[src/rtl/arm_control_sequencer.sv]
// Multi-cycle fetch/decode/execute sequencer for the ARM-subset datapath (LEs, mux selects, ALU op, memory request).
// Latency: 4 cycles F0->F0 for a failed condition, more for DP/load/store/branch; memory states add one cycle per MOC=0.
// Backpressure: MOV is held until MOC; after MEM_WAIT_MAX idle cycles the access is abandoned and MEM_ERR pulses.
module arm_control_sequencer #(
  parameter int MEM_WAIT_MAX = 15
) (
  input  logic        CLK,
  input  logic        CLR,
  input  logic [31:0] IR,
  input  logic        COND_OK,
  input  logic        MOC,
  output logic        IR_LE,
  output logic        MAR_LE,
  output logic        MDR_LE,
  output logic        SR_LE,
  output logic        RF_LE,
  output logic        PC_LE,
  output logic [1:0]  MA_SEL,
  output logic [1:0]  MB_SEL,
  output logic        MDR_SEL,
  output logic        RD_SEL,
  output logic [3:0]  ALU_OP,
  output logic        MOV,
  output logic        MEM_RW,
  output logic        MEM_ERR,
  output logic [3:0]  STATE
);

  localparam logic [3:0] S_RST  = 4'd0;
  localparam logic [3:0] S_F0   = 4'd1;
  localparam logic [3:0] S_F1   = 4'd2;
  localparam logic [3:0] S_F2   = 4'd3;
  localparam logic [3:0] S_DEC  = 4'd4;
  localparam logic [3:0] S_DP   = 4'd5;
  localparam logic [3:0] S_LSA  = 4'd6;
  localparam logic [3:0] S_LDW  = 4'd7;
  localparam logic [3:0] S_LDWB = 4'd8;
  localparam logic [3:0] S_STM  = 4'd9;
  localparam logic [3:0] S_STW  = 4'd10;
  localparam logic [3:0] S_BR   = 4'd11;
  localparam logic [3:0] S_BL   = 4'd12;

  localparam logic [3:0] ALU_ADD = 4'b0100;
  localparam logic [3:0] ALU_SUB = 4'b0010;

  // Last idle cycle allowed: a miss here means MEM_WAIT_MAX cycles have gone by without MOC.
  localparam logic [3:0] WAIT_LAST = 4'(MEM_WAIT_MAX - 1);

  logic [3:0] state;
  logic [3:0] next_state;
  logic [3:0] wait_cnt;
  logic       mem_err_q;
  logic       mem_state;
  logic       timeout;
  logic       compare_op;
  logic       unused_ir;

  assign unused_ir  = ^{IR[31:28], IR[19:0]};
  assign mem_state  = (state == S_F2) || (state == S_LDW) || (state == S_STW);
  assign timeout    = mem_state && !MOC && (wait_cnt == WAIT_LAST);
  assign compare_op = (IR[24:23] == 2'b10);

  // Next-state selection; completion (MOC) takes priority over timeout.
  always_comb begin
    next_state = S_RST;
    case (state)
      S_RST:  next_state = S_F0;
      S_F0:   next_state = S_F1;
      S_F1:   next_state = S_F2;
      S_F2:   next_state = MOC ? S_DEC : (timeout ? S_F0 : S_F2);
      S_DEC: begin
        if (!COND_OK) next_state = S_F0;
        else begin
          case (IR[27:25])
            3'b000, 3'b001: next_state = S_DP;
            3'b010, 3'b011: next_state = S_LSA;
            3'b101:         next_state = S_BR;
            default:        next_state = S_F0;
          endcase
        end
      end
      S_DP:   next_state = S_F0;
      S_LSA:  next_state = IR[20] ? S_LDW : S_STM;
      S_LDW:  next_state = MOC ? S_LDWB : (timeout ? S_F0 : S_LDW);
      S_LDWB: next_state = S_F0;
      S_STM:  next_state = S_STW;
      S_STW:  next_state = (MOC || timeout) ? S_F0 : S_STW;
      S_BR:   next_state = IR[24] ? S_BL : S_F0;
      S_BL:   next_state = S_F0;
      default: next_state = S_RST;
    endcase
  end

  // State register with asynchronous clear.
  always_ff @(posedge CLK or negedge CLR) begin
    if (!CLR) state <= S_RST;
    else      state <= next_state;
  end

  // Idle-cycle counter: restarts on every state change, counts MOC=0 cycles inside memory states.
  always_ff @(posedge CLK or negedge CLR) begin
    if (!CLR)                        wait_cnt <= 4'd0;
    else if (next_state != state)    wait_cnt <= 4'd0;
    else if (mem_state && !MOC)      wait_cnt <= wait_cnt + 4'd1;
  end

  // Error pulse is registered so it appears for exactly the one cycle after the abandoned access.
  always_ff @(posedge CLK or negedge CLR) begin
    if (!CLR) mem_err_q <= 1'b0;
    else      mem_err_q <= timeout;
  end

  // Output decode from state and IR; the IR/MDR load strobes are qualified by MOC so they fire only on completion.
  always_comb begin
    IR_LE   = 1'b0;
    MAR_LE  = 1'b0;
    MDR_LE  = 1'b0;
    SR_LE   = 1'b0;
    RF_LE   = 1'b0;
    PC_LE   = 1'b0;
    MA_SEL  = 2'd0;
    MB_SEL  = 2'd0;
    MDR_SEL = 1'b0;
    RD_SEL  = 1'b0;
    ALU_OP  = 4'd0;
    MOV     = 1'b0;
    MEM_RW  = 1'b0;
    MEM_ERR = mem_err_q;
    STATE   = state;
    case (state)
      S_F0: begin
        MA_SEL = 2'd1; MB_SEL = 2'd3; ALU_OP = ALU_ADD; MAR_LE = 1'b1;
      end
      S_F1: begin
        MA_SEL = 2'd1; MB_SEL = 2'd1; ALU_OP = ALU_ADD; PC_LE = 1'b1;
        MOV = 1'b1; MEM_RW = 1'b1;
      end
      S_F2: begin
        MOV = 1'b1; MEM_RW = 1'b1; IR_LE = MOC;
      end
      S_DP: begin
        ALU_OP = IR[24:21];
        RF_LE  = !compare_op;
        SR_LE  = IR[20] | compare_op;
      end
      S_LSA: begin
        ALU_OP = IR[23] ? ALU_ADD : ALU_SUB; MAR_LE = 1'b1;
      end
      S_LDW: begin
        MOV = 1'b1; MEM_RW = 1'b1; MDR_SEL = 1'b1; MDR_LE = MOC;
      end
      S_LDWB: begin
        MA_SEL = 2'd2; MB_SEL = 2'd3; ALU_OP = ALU_ADD; RF_LE = 1'b1;
      end
      S_STM: begin
        MA_SEL = 2'd3; MB_SEL = 2'd2; ALU_OP = ALU_ADD; MDR_LE = 1'b1;
      end
      S_STW: begin
        MOV = 1'b1;
      end
      S_BR: begin
        MA_SEL = 2'd1; ALU_OP = ALU_ADD;
        if (IR[24]) begin
          RD_SEL = 1'b1; MB_SEL = 2'd3; RF_LE = 1'b1;
        end else begin
          MB_SEL = 2'd0; PC_LE = 1'b1;
        end
      end
      S_BL: begin
        MA_SEL = 2'd1; MB_SEL = 2'd0; ALU_OP = ALU_ADD; PC_LE = 1'b1;
      end
      default: ;
    endcase
  end

endmodule

[config.mk]
export PLATFORM = sky130hd
export DESIGN_NAME = arm_control_sequencer
export DESIGN_NICKNAME = d
export VERILOG_FILES = /design/src/rtl/arm_control_sequencer.sv
export SDC_FILE = /design/constraint.sdc
export NUM_CORES = 1
export LEC_CHECK = 0
export CORE_MARGIN = 2
export CORE_UTILIZATION = 40
export CTS_BUF_LIST = sky130_fd_sc_hd__clkbuf_8
export DETAILED_ROUTE_END_ITERATION = 12
export GPL_TIMING_DRIVEN = 0
export PLACE_DENSITY = 0.82
export SLEW_MARGIN = 5
export SYNTH_ARGS = -nofsm -noshare
export SYNTH_HDL_FRONTEND = slang
export SYNTH_SLANG_ARGS = --single-unit
[constraint.sdc]
create_clock -name CLK -period 5.4 [get_ports CLK]
set_clock_uncertainty 0.2 [all_clocks]
set_input_delay 1.08 -clock CLK [delete_from_list [all_inputs] [get_ports CLK]]
set_output_delay 1.08 -clock CLK [all_outputs]
set_load 0.005 [all_outputs]
==> reports/results.txt, run 1 <==
register area share after synthesis: 21.2%
GRT Overall Usage: 21.0%
worst skew pair latency: 0.23 ns
met3 Use GR: 2.33%
DR DRC count: 0
setup repair after global routing missed its margin: false
Setup Viol. Count Final: 0
first-pass GRT wire length: 5.37 mm
Detailed Route Iter0 Violations: 21
Routability Congestion: 0.894
CTS tree: yes
met1 Use GR: 28.9%
Post-Synthesis Cells: 144
Crit Path Class: in2out
initial antenna violation count: 0
Final Critical Period: 3.95 ns
pin count of the biggest net entering global routing: 11
Num CTS Buffers: 3
Crit-path slowest cell: clkdlybuf4s50_1
worst path cell trace: clkdlybuf4s50_1 > nand3_1 > o21a_1 > a211oi_1 > clkdlybuf4s50_1
Yosys top cell area share: 21.2%
Area Growth Syn to Fin: 39.7%
Worst-Margin Slew: 0.463 ns
Syn Nets: 182
ys async rst share: 100%
Max Buffers Root-to-Sink: 2
Avg WL per Cell: 14.8 um
setup_tns: 0 ns
Mapped Area: 1060 um^2
Core Region: 2500 um^2
Starting Density: 42.6%
final hold viol count: 0
period utilization: 73.2%
I/O Pins: 59
Lkg Pwr: 0.586 nW
Clk pin slew, worst setup/hold paths: 0.04 ns
worst path required time: 4.12 ns
n_diodes: 0
IO Port Bufs: 34
number of hold buffers added after CTS: 0
global routing's busiest layer: met2
pwr/cell area: 497 nW/um^2
Worst Path Max Fanout: 6
max incr delay on CP: 0.58 ns
worst path arrival time: 2.67 ns
dpl ws: 1.44 ns
DP Wirelength: 2.39 mm
number of H-tree levels: 1
status: complete, no violations
post-CTS sizing: 0
Max Cap Violations: 0
first-pass detailed-route iteration total: 4
cell taking the most area after synthesis: dfrtp_1
vias in the first global route: 1,156
most used cell, CP: clkdlybuf4s50_1
#FFs+latches synth: 9
routed vias/inst: 5.73
fin. max-slew vios: 0
HP Class: reg2reg
Syn. warnings: 0
die height: 55.6 um
FILL cells: 230
WHS: 0.411 ns
top_reg_cell synth: dfrtp_1
fin nets: 221
Setup WS post-layout: 1.45 ns
gr ovfl total: 0
Slew headroom: 69.2%
GR Util met2: 33.2%
Horiz. Die Dim: 55.6 um
Routed Antenna Nets: 0
Mapped Avg Cell Area: 7.39 um^2
# rows: 18
top post-synthesis cells by area: dfrtp_1, nor2_1, nand3_1
Post-synth EDFFs: 0
via count: 1,215
CP endpoint kind: primary output
# clock sinks: 9
root buf cell: clkbuf_8
post-synthesis cell type count: 52
Fmax achieved: 0.253 GHz
detailed-route wire length: 3.14 mm
VDD IR-drop max: 385 uV
die area: 3090 um^2
layout cells sized above 1: 10.4%
Post-CTS Setup Bufs: 0
CP Launch Type: primary input
power by group:
| group | total [mW] | switching [mW] | leakage [nW] | internal (mW) |
|---|---|---|---|---|
| Clock | 0.0743 | 0.0250 | 0.0269 | 0.0493 |
| Sequential | 0.103 | 0.0209 | 0.120 | 0.0822 |
| Combinational | 0.562 | 0.287 | 0.438 | 0.274 |
| Total | 0.739 | 0.333 | 0.586 | 0.406 |
final cells by class:
type                            count  area, um^2  area share [%]
Multi-Input combinational cell    122         774            52.1
Timing Repair Buffer               34         340            22.9
Sequential cell                     9         225            15.1
Clock buffer                        3        41.3            2.78
Buffer                              9        50.0            3.36
Inverter                            4        15.0            1.01
Tap cell                           30        37.5            2.52
Clock inverter                      1        3.75           0.252
logic make-up (layout without fill, tap and decap cells):
group	count (synthesis)	after routing	synth area share, %
XOR/XNOR	3	3	2.47
buffers and inverters	13	51	6.11
AO/OA/AOI/OAI	35	35	25.9
flip-flops	9	9	21.2
adder cells (fa/ha/maj)	2	2	2.35
AND/OR/NAND/NOR	82	82	42.1
synthesized netlist by cell type, types with 2 or more instances:
cell,count
o2111a_1,2
nor3_1,7
and2b_1,2
and3b_1,2
ha_1,2
buf_1,2
nand2_1,13
a21oi_1,7
nor2_1,20
xnor2_1,3
nor3b_1,3
a21boi_0,2
dfrtp_1,9
buf_2,4
or2b_1,2
nand3_1,11
nor2b_1,3
or2_2,2
o21ai_0,7
nand2b_1,5
nor4b_1,3
inv_1,3
layer usage:
layer | share of wire (%) | vias to the layer above
met5 | 0 | -
met2 | 47 | 43
met1 | 47 | 573
met3 | 5.1 | 4
met4 | 0.77 | 0
li1 | - | 595
path summary, 6_finish.rpt:
check / startpoint / to / slack, ns / cells after the start
max in group asynchronous: CLR / STATE[1] / 3.81 / 1
max: IR[24] / MB_SEL[0] / 1.45 / 5
min: wait_cnt[3] / wait_cnt[3] / 0.41 / 2
min reg2reg: wait_cnt[3] / wait_cnt[3] / 0.41 / 2
min in group asynchronous: CLR / MEM_ERR / 0.93 / 1
max reg2reg: wait_cnt[0] / wait_cnt[2] / 3.12 / 7
worst max-delay path, delay by kind of cell:
family,cells,cell delay [ns]
AOI/OAI and AO/OA,2,0.35
and+or+nand+nor,1,0.12
buffers and inverters,2,1.12
registers in the layout, indices dropped and copies added (netlist names):
register / count
wait_cnt: 4
MEM_ERR: 1
STATE: 4
stage by stage:
stage	utilization [%]	cell area (um^2)	cells	power (mW)
3_3_place_gp	57.7	1440	208	0.646
6_report	59.5	1490	212	0.739
4_1_cts	59.5	1490	212	0.738
2_1_floorplan	-	1060	144	0.435
5_1_grt	59.5	1490	212	0.803
3_5_place_dp	57.7	1440	208	0.658
cells in the final DEF, fill, tap and decap left out, drive strengths merged, types with 2 or more instances in the layout:
| master | netlist | layout |
|---|---|---|
| and3b | 2 | 2 |
| nor4b | 3 | 3 |
| clkbuf | 1 | 4 |
| nor2 | 20 | 20 |
| nand2 | 13 | 13 |
| nand3 | 11 | 11 |
| dfrtp | 9 | 9 |
| nand2b | 5 | 5 |
| or2 | 2 | 2 |
| buf | 8 | 8 |
| a31oi | 2 | 2 |
| clkdlybuf4s50 | 0 | 34 |
| nor3b | 3 | 3 |
| ha | 2 | 2 |
| o21ai | 8 | 8 |
| nor3 | 7 | 7 |
| a21boi | 2 | 2 |
| a211oi | 2 | 2 |
| o2111a | 2 | 2 |
| or2b | 2 | 2 |
| and2b | 3 | 3 |
| o22ai | 2 | 2 |
| nor2b | 4 | 4 |
| xnor2 | 3 | 3 |
| a21oi | 8 | 8 |
| inv | 3 | 4 |
Note: power is estimated with default switching activity, not from simulation.
==> inputs of run 2 (changes only) <==
==> constraint.sdc (replaced) <==
create_clock -name CLK -period 4 [get_ports CLK]
set_clock_uncertainty 0.2 [all_clocks]
set_input_delay 0.8 -clock CLK [delete_from_list [all_inputs] [get_ports CLK]]
set_output_delay 0.8 -clock CLK [all_outputs]
set_load 0.005 [all_outputs]
==> results of run 2 <==
Same layout as run 1 (identical final DEF). Status: complete, no violations.
Main changes from that run: setup slack after placement 1.44 ns -> 0.604 ns; setup slack after layout 1.45 ns -> 0.607 ns; register-to-register setup slack 3.12 ns -> 1.72 ns; total power 0.739 mW -> 0.998 mW; worst IR drop on VDD 385 uV -> 520 uV
==> inputs of run 3 (changes only) <==
--- a/config.mk
+++ b/config.mk
@@ -6,11 +6,11 @@
 export NUM_CORES = 1
 export LEC_CHECK = 0
 export CORE_MARGIN = 2
-export CORE_UTILIZATION = 40
+export CORE_UTILIZATION = 36
 export CTS_BUF_LIST = sky130_fd_sc_hd__clkbuf_8
 export DETAILED_ROUTE_END_ITERATION = 12
 export GPL_TIMING_DRIVEN = 0
-export PLACE_DENSITY = 0.82
+export PLACE_DENSITY = 0.78
 export SLEW_MARGIN = 5
 export SYNTH_ARGS = -nofsm -noshare
 export SYNTH_HDL_FRONTEND = slang
==> constraint.sdc (replaced) <==
create_clock -name CLK -period 3.1 [get_ports CLK]
set_clock_uncertainty 0.2 [all_clocks]
set_input_delay 0.62 -clock CLK [delete_from_list [all_inputs] [get_ports CLK]]
set_output_delay 0.62 -clock CLK [all_outputs]
set_load 0.005 [all_outputs]
==> run 3 against run 2 <==
Effect of this change: highest routed layer unchanged; critical path depth up 1; register-to-register slack worse by 1.0 ns; largest power group unchanged; via count about the same; combinational power up 29%; critical endpoint unchanged; critical path type is now reg2out; global-route usage down 1.9 points.
==> reports/results.txt, run 3 (same netlist as run 1, synthesis figures left out) <==
max incr delay on CP: 0.53 ns (-0.05 ns)
status: complete, no violations
DR DRC count: 0 (unchanged)
Clk pin slew, worst setup/hold paths: 0.04 ns (about the same)
worst skew pair latency: 0.23 ns (about the same)
Starting Density: 38.3% (-4.3 points)
Worst-Margin Slew: 0.378 ns (-0.0841 ns)
fin. max-slew vios: 0 (unchanged)
Final Critical Period: 2.91 ns
Routed Antenna Nets: 0 (unchanged)
post-CTS sizing: 1 (+1)
number of H-tree levels: 1 (unchanged)
IO Port Bufs: 34 (unchanged)
gr ovfl total: 0 (unchanged)
Fmax achieved: 0.343 GHz
first-pass GRT wire length: 5.13 mm (-4.5%)
routed vias/inst: 5.71 (-0.39%)
Horiz. Die Dim: 58.4 um (+5.0%)
vias in the first global route: 1,166 (+0.87%)
final hold viol count: 0 (unchanged)
Worst R2R End: wait_cnt[2]
die height: 58.4 um (+5.0%)
fin nets: 221 (unchanged)
WP buf/inv: 3 (+1)
Lkg Pwr: 0.600 nW (+2.5%)
Crit-path slowest cell: clkdlybuf4s50_1
setup repair after global routing missed its margin: false
setup_tns: 0 ns (unchanged)
worst path cell trace: buf_2 > buf_4 > nand3_1 > o21a_1 > a211oi_1 > clkdlybuf4s50_1
Crit path max-delay family: buffers and inverters
GR Util met2: 31.9% (-1.2 points)
Routability Congestion: 0.895 (+0.10%)
Layout Utilization: 53.8% (-5.8 points)
number of hold buffers added after CTS: 0 (unchanged)
met3 Use GR: 3.30% (+0.97 points)
n_diodes: 0 (unchanged)
FILL cells: 274 (+19%)
Avg WL per Cell: 14.5 um (-1.7%)
met1 Use GR: 23.8% (-5.2 points)
Worst Path Max Fanout: 10 (+4)
Reg2Reg Depth: 7 (unchanged)
root buf cell: clkbuf_8
Setup Viol. Count Final: 0 (unchanged)
Detailed Route Iter0 Violations: 32 (+52%)
Final Power: 1.29 mW
global routing's busiest layer: met2
pwr/cell area: 863 nW/um^2
worst path arrival time: 2.09 ns
hold path endpoint: wait_cnt[3]
Critical R2R Launch: wait_cnt[0]
most frequent cells in the layout: clkdlybuf4s50_1, nor2_1, nand2_1, nand3_1, dfrtp_1
# rows: 19 (+1)
dpl ws: 0.0599 ns
HP Class: reg2reg
initial antenna violation count: 0 (unchanged)
Core Region: 2780 um^2 (+11%)
die area: 3410 um^2 (+10%)
# clock sinks: 9 (unchanged)
via count: 1,216 (+0.082%)
commonest non-fill, non-tap cell in the layout: clkdlybuf4s50_1
Max Buffers Root-to-Sink: 2 (unchanged)
CP endpoint kind: primary output
Setup WS post-layout: 0.185 ns
Max Cap Violations: 0 (unchanged)
Crit Path Class: reg2out
WHS: 0.400 ns (-0.0109 ns)
first-pass detailed-route iteration total: 4 (unchanged)
pin count of the biggest net entering global routing: 11 (unchanged)
GRT Overall Usage: 19.1% (-1.9 points)
worst hold start: wait_cnt[3]
layout cells sized above 1: 12.1% (+1.6 points)
detailed-route wire length: 3.10 mm (-1.3%)
hold path cells: 2 (unchanged)
reg2reg setup slack: 0.71 ns
Slew headroom: 74.7% (+5.5 points)
DP Wirelength: 2.41 mm (+0.66%)
I/O Pins: 59 (unchanged)
CTS tree: yes
VDD IR-drop max: 606 uV
Post-CTS Setup Bufs: 0 (unchanged)
Num CTS Buffers: 3 (unchanged)
CP Launch Type: flip-flop
period utilization: 94.0%
worst path required time: 2.28 ns
Area Growth Syn to Fin: 40.4%
-- run 3: how the worst max path moves through the flow --
stage / cells past startpoint / start / to / slack (ns)
floorplan: 4 / STATE[2] / MOV / 1.00
global placement: 5 / IR[24] / MB_SEL[0] / 0.05
detailed placement: 5 / IR[24] / MB_SEL[0] / 0.06
CTS: 5 / IR[24] / MB_SEL[0] / 0.06
global route: 5 / STATE[0] / MA_SEL[0] / 0.01
finish: 6 / STATE[0] / MB_SEL[0] / 0.19
-- run 3: routing by layer --
metal,part of all wire [%],vias up,wire length [um]
met5,0,-,0
met4,1.5,0,47
met3,7.6,8,236
met2,48,52,1480
met1,43,563,1330
li1,-,593,-
-- run 3: report_power, final --
part           total (mW)  internal, mW  switching [mW]
registers           0.183         0.145          0.0382
logic               0.979         0.480           0.498
clock network       0.128        0.0859          0.0426
-- run 3: cell type report --
type	count	area [um^2]	area share [%]
Inverter	4	15.0	1.00
Buffer	9	52.6	3.51
Timing Repair Buffer	34	343	22.9
Clock buffer	3	41.3	2.76
Tap cell	31	38.8	2.59
Sequential cell	9	226	15.1
Multi-Input combinational cell	122	774	51.8
Clock inverter	1	3.75	0.251
-- run 3: stage by stage --
step	std cells	cell area, um^2
final	213	1500
after global routing	213	1500
after CTS	213	1490
after detailed placement	209	1440
after global placement	209	1440
after floorplan	144	1060
-- run 3: tightest hold or removal path, cell delays in order (launching register included) --
cell and delay [ns]:
dfrtp_1 0.38, xnor2_1 0.13, nor4b_1 0.05
==> RTL change, RTL diff (flow settings as in run 3) <==
Put a register stage on the output `MDR_SEL`, with the module's reset. The value now appears one clock later. The other outputs are not delayed to match.
--- a/src/rtl/arm_control_sequencer.sv
+++ b/src/rtl/arm_control_sequencer.sv
@@ -47,2 +47,4 @@
   localparam logic [3:0] WAIT_LAST = 4'(MEM_WAIT_MAX - 1);
+
+  logic MDR_SEL_d;
 
@@ -122,3 +124,3 @@
     MB_SEL  = 2'd0;
-    MDR_SEL = 1'b0;
+    MDR_SEL_d = 1'b0;
     RD_SEL  = 1'b0;
@@ -149,3 +151,3 @@
       S_LDW: begin
-        MOV = 1'b1; MEM_RW = 1'b1; MDR_SEL = 1'b1; MDR_LE = MOC;
+        MOV = 1'b1; MEM_RW = 1'b1; MDR_SEL_d = 1'b1; MDR_LE = MOC;
       end
@@ -175,2 +177,10 @@
 
+  always_ff @(posedge CLK or negedge CLR) begin
+    if (!CLR) begin
+      MDR_SEL <= '0;
+    end else begin
+      MDR_SEL <= MDR_SEL_d;
+    end
+  end
+
 endmodule
Check against the original RTL: not equivalent (Yosys sat finds a counterexample within 10 cycles, from zero or initial values).
==> RTL change against run 3 <==
Total power up 20%; worst setup slack lost 0.12 ns; cell count shrank 0.94%; register-to-register slack got worse by 0.15 ns; sequential cell count rose by 1; global-route usage is 2.2 points higher; routed wire length up 6.1%; worst hold slack improved by 0.0067 ns; final area fell by 1.8%; synthesized area down 2.9%; count of clock-buffer cells in the layout rose by 1; utilization is essentially flat; largest power group unchanged; sequential power increased by 30%.
==> RTL change: results (changes against run 3) <==
| Metric | Value |
|---|---|
| Status | finished, final reports clean |
| Reg2reg start | STATE[2]$_DFF_PN0_ |
| Met1 Usage GRT | 28.3% (+4.5 points) |
| First-pass GRT wire length | 5.51 mm (+7.4%) |
| Cell Count, Final, Fillers Out | 211 (-0.94%) |
| Post-synthesis net count | 183 (+0.55%) |
| Worst IR Drop VDD | 495 uV (-18%) |
| Gr usage total | 21.2% (+2.2 points) |
| Post-synthesis sequential area ratio | 24.2% (+3.1 points) |
| Actual slew at the worst max-slew pin | 0.458 ns (+0.0792 ns) |
| Vias in the first global route | 1,154 (-1.0%) |
| Router iterations before antenna repair | 6 (+2) |
| Number of distinct library cells after synthesis | 45 (-13%) |
| # Max-Cap Violations | 0 (unchanged) |
| Top post-synthesis cells by area | dfrtp_1 24%, nor2_1 8.4%, nor3_1 5.8%, nor2b_1 3.6%, a21oi_1 3.4% |
| Post-Synth Adder-Cell Area | 2.42% (+0.071 points) |
| Nets | 219 (-0.90%) |
| Worst setup path start | IR[24] |
| Avg WL per Cell | 15.6 um (+7.1%) |
| Static Leakage | 0.000563 uW (-6.2%) |
| Reg2Reg Capture Point | wait_cnt[2]$_DFFE_PN0P_ |
| Gp weighted congestion | 1.03 (+15%) |
| Met2 usage | 34.3% (+2.3 points) |
| Metal3 WL | 291 um (+23%) |
| Post-DP HPWL | 2.51 mm (+4.3%) |
| Worst skew pair latency | 0.24 ns |
| Share of cells above drive strength 1 | 7.22% (-4.9 points) |
| R2r setup slk | 0.56 ns (-0.15 ns) |
| Commonest cells in the netlist | 23 x nor2_1, 12 x nor3_1, 10 x dfrtp_1 |
| Post-Synth XOR/XNOR Area | 4.24% (+1.8 points) |
| Post-placement cell area | 1410 um2 (-2.2%) |
| DRT met1 WL | 1.34 mm (+0.60%) |
| Min Hold Slack | 0.407 ns (+0.00666 ns) |
| Syn Area/Cell | 7.13 um2 (-3.6%) |
| Post-CTS resize count | 4 (+3) |
| Number of CTS-inserted buffers | 3 (unchanged) |
| R2R cell count | 5 (-2) |
| Final Cycle Share | 97.8% (+3.8 points) |
| Met3 Use GR | 4.31% (+1.0 points) |
| CP arrival | 2.21 ns (+0.12 ns) |
| Via density | 6.07 (+6.3%) |
| CP max FO | 9 (-1) |
| DRT iter0 DRCs | 58 (+81%) |
| Compound-Gate Fraction of Synth Area | 26.3% (+0.42 points) |
==> RTL change: changes by cell type after synthesis, sizes merged, moves of 5 or more <==
cell	run 3	this run
nand2	13	8
buf	8	3
nand3	11	6
clkbuf	1	7
nor3	7	12
==> RTL change: final cells by class <==
class,count,area (um2)
Fill cell,256,1260
Multi-Input combinational cell,120,726
Timing Repair Buffer,34,339
Sequential cell,10,251
Clock buffer,4,55.1
Buffer,7,40.0
Tap cell,31,38.8
Inverter,5,18.8
==> RTL change: cells by family after synthesis <==
logic type      after synthesis
simple gates                 74
compound gates               39
buf+inv                      15
flops                        10
xor+xnor                      5
fa+ha+maj                     2
==> RTL change: critical path, cell delays in order <==
cell and delay (ns):
dlygate4sd2_1 0.39, nand3_1 0.19, a21boi_0 0.19, a211oi_1 0.28, clkdlybuf4s50_1 0.54
==> RTL change: where the power goes <==
group          internal (uW)  switching (uW)
logic                    544             593
registers                167            70.8
clock network            112            55.0
total                    823             719
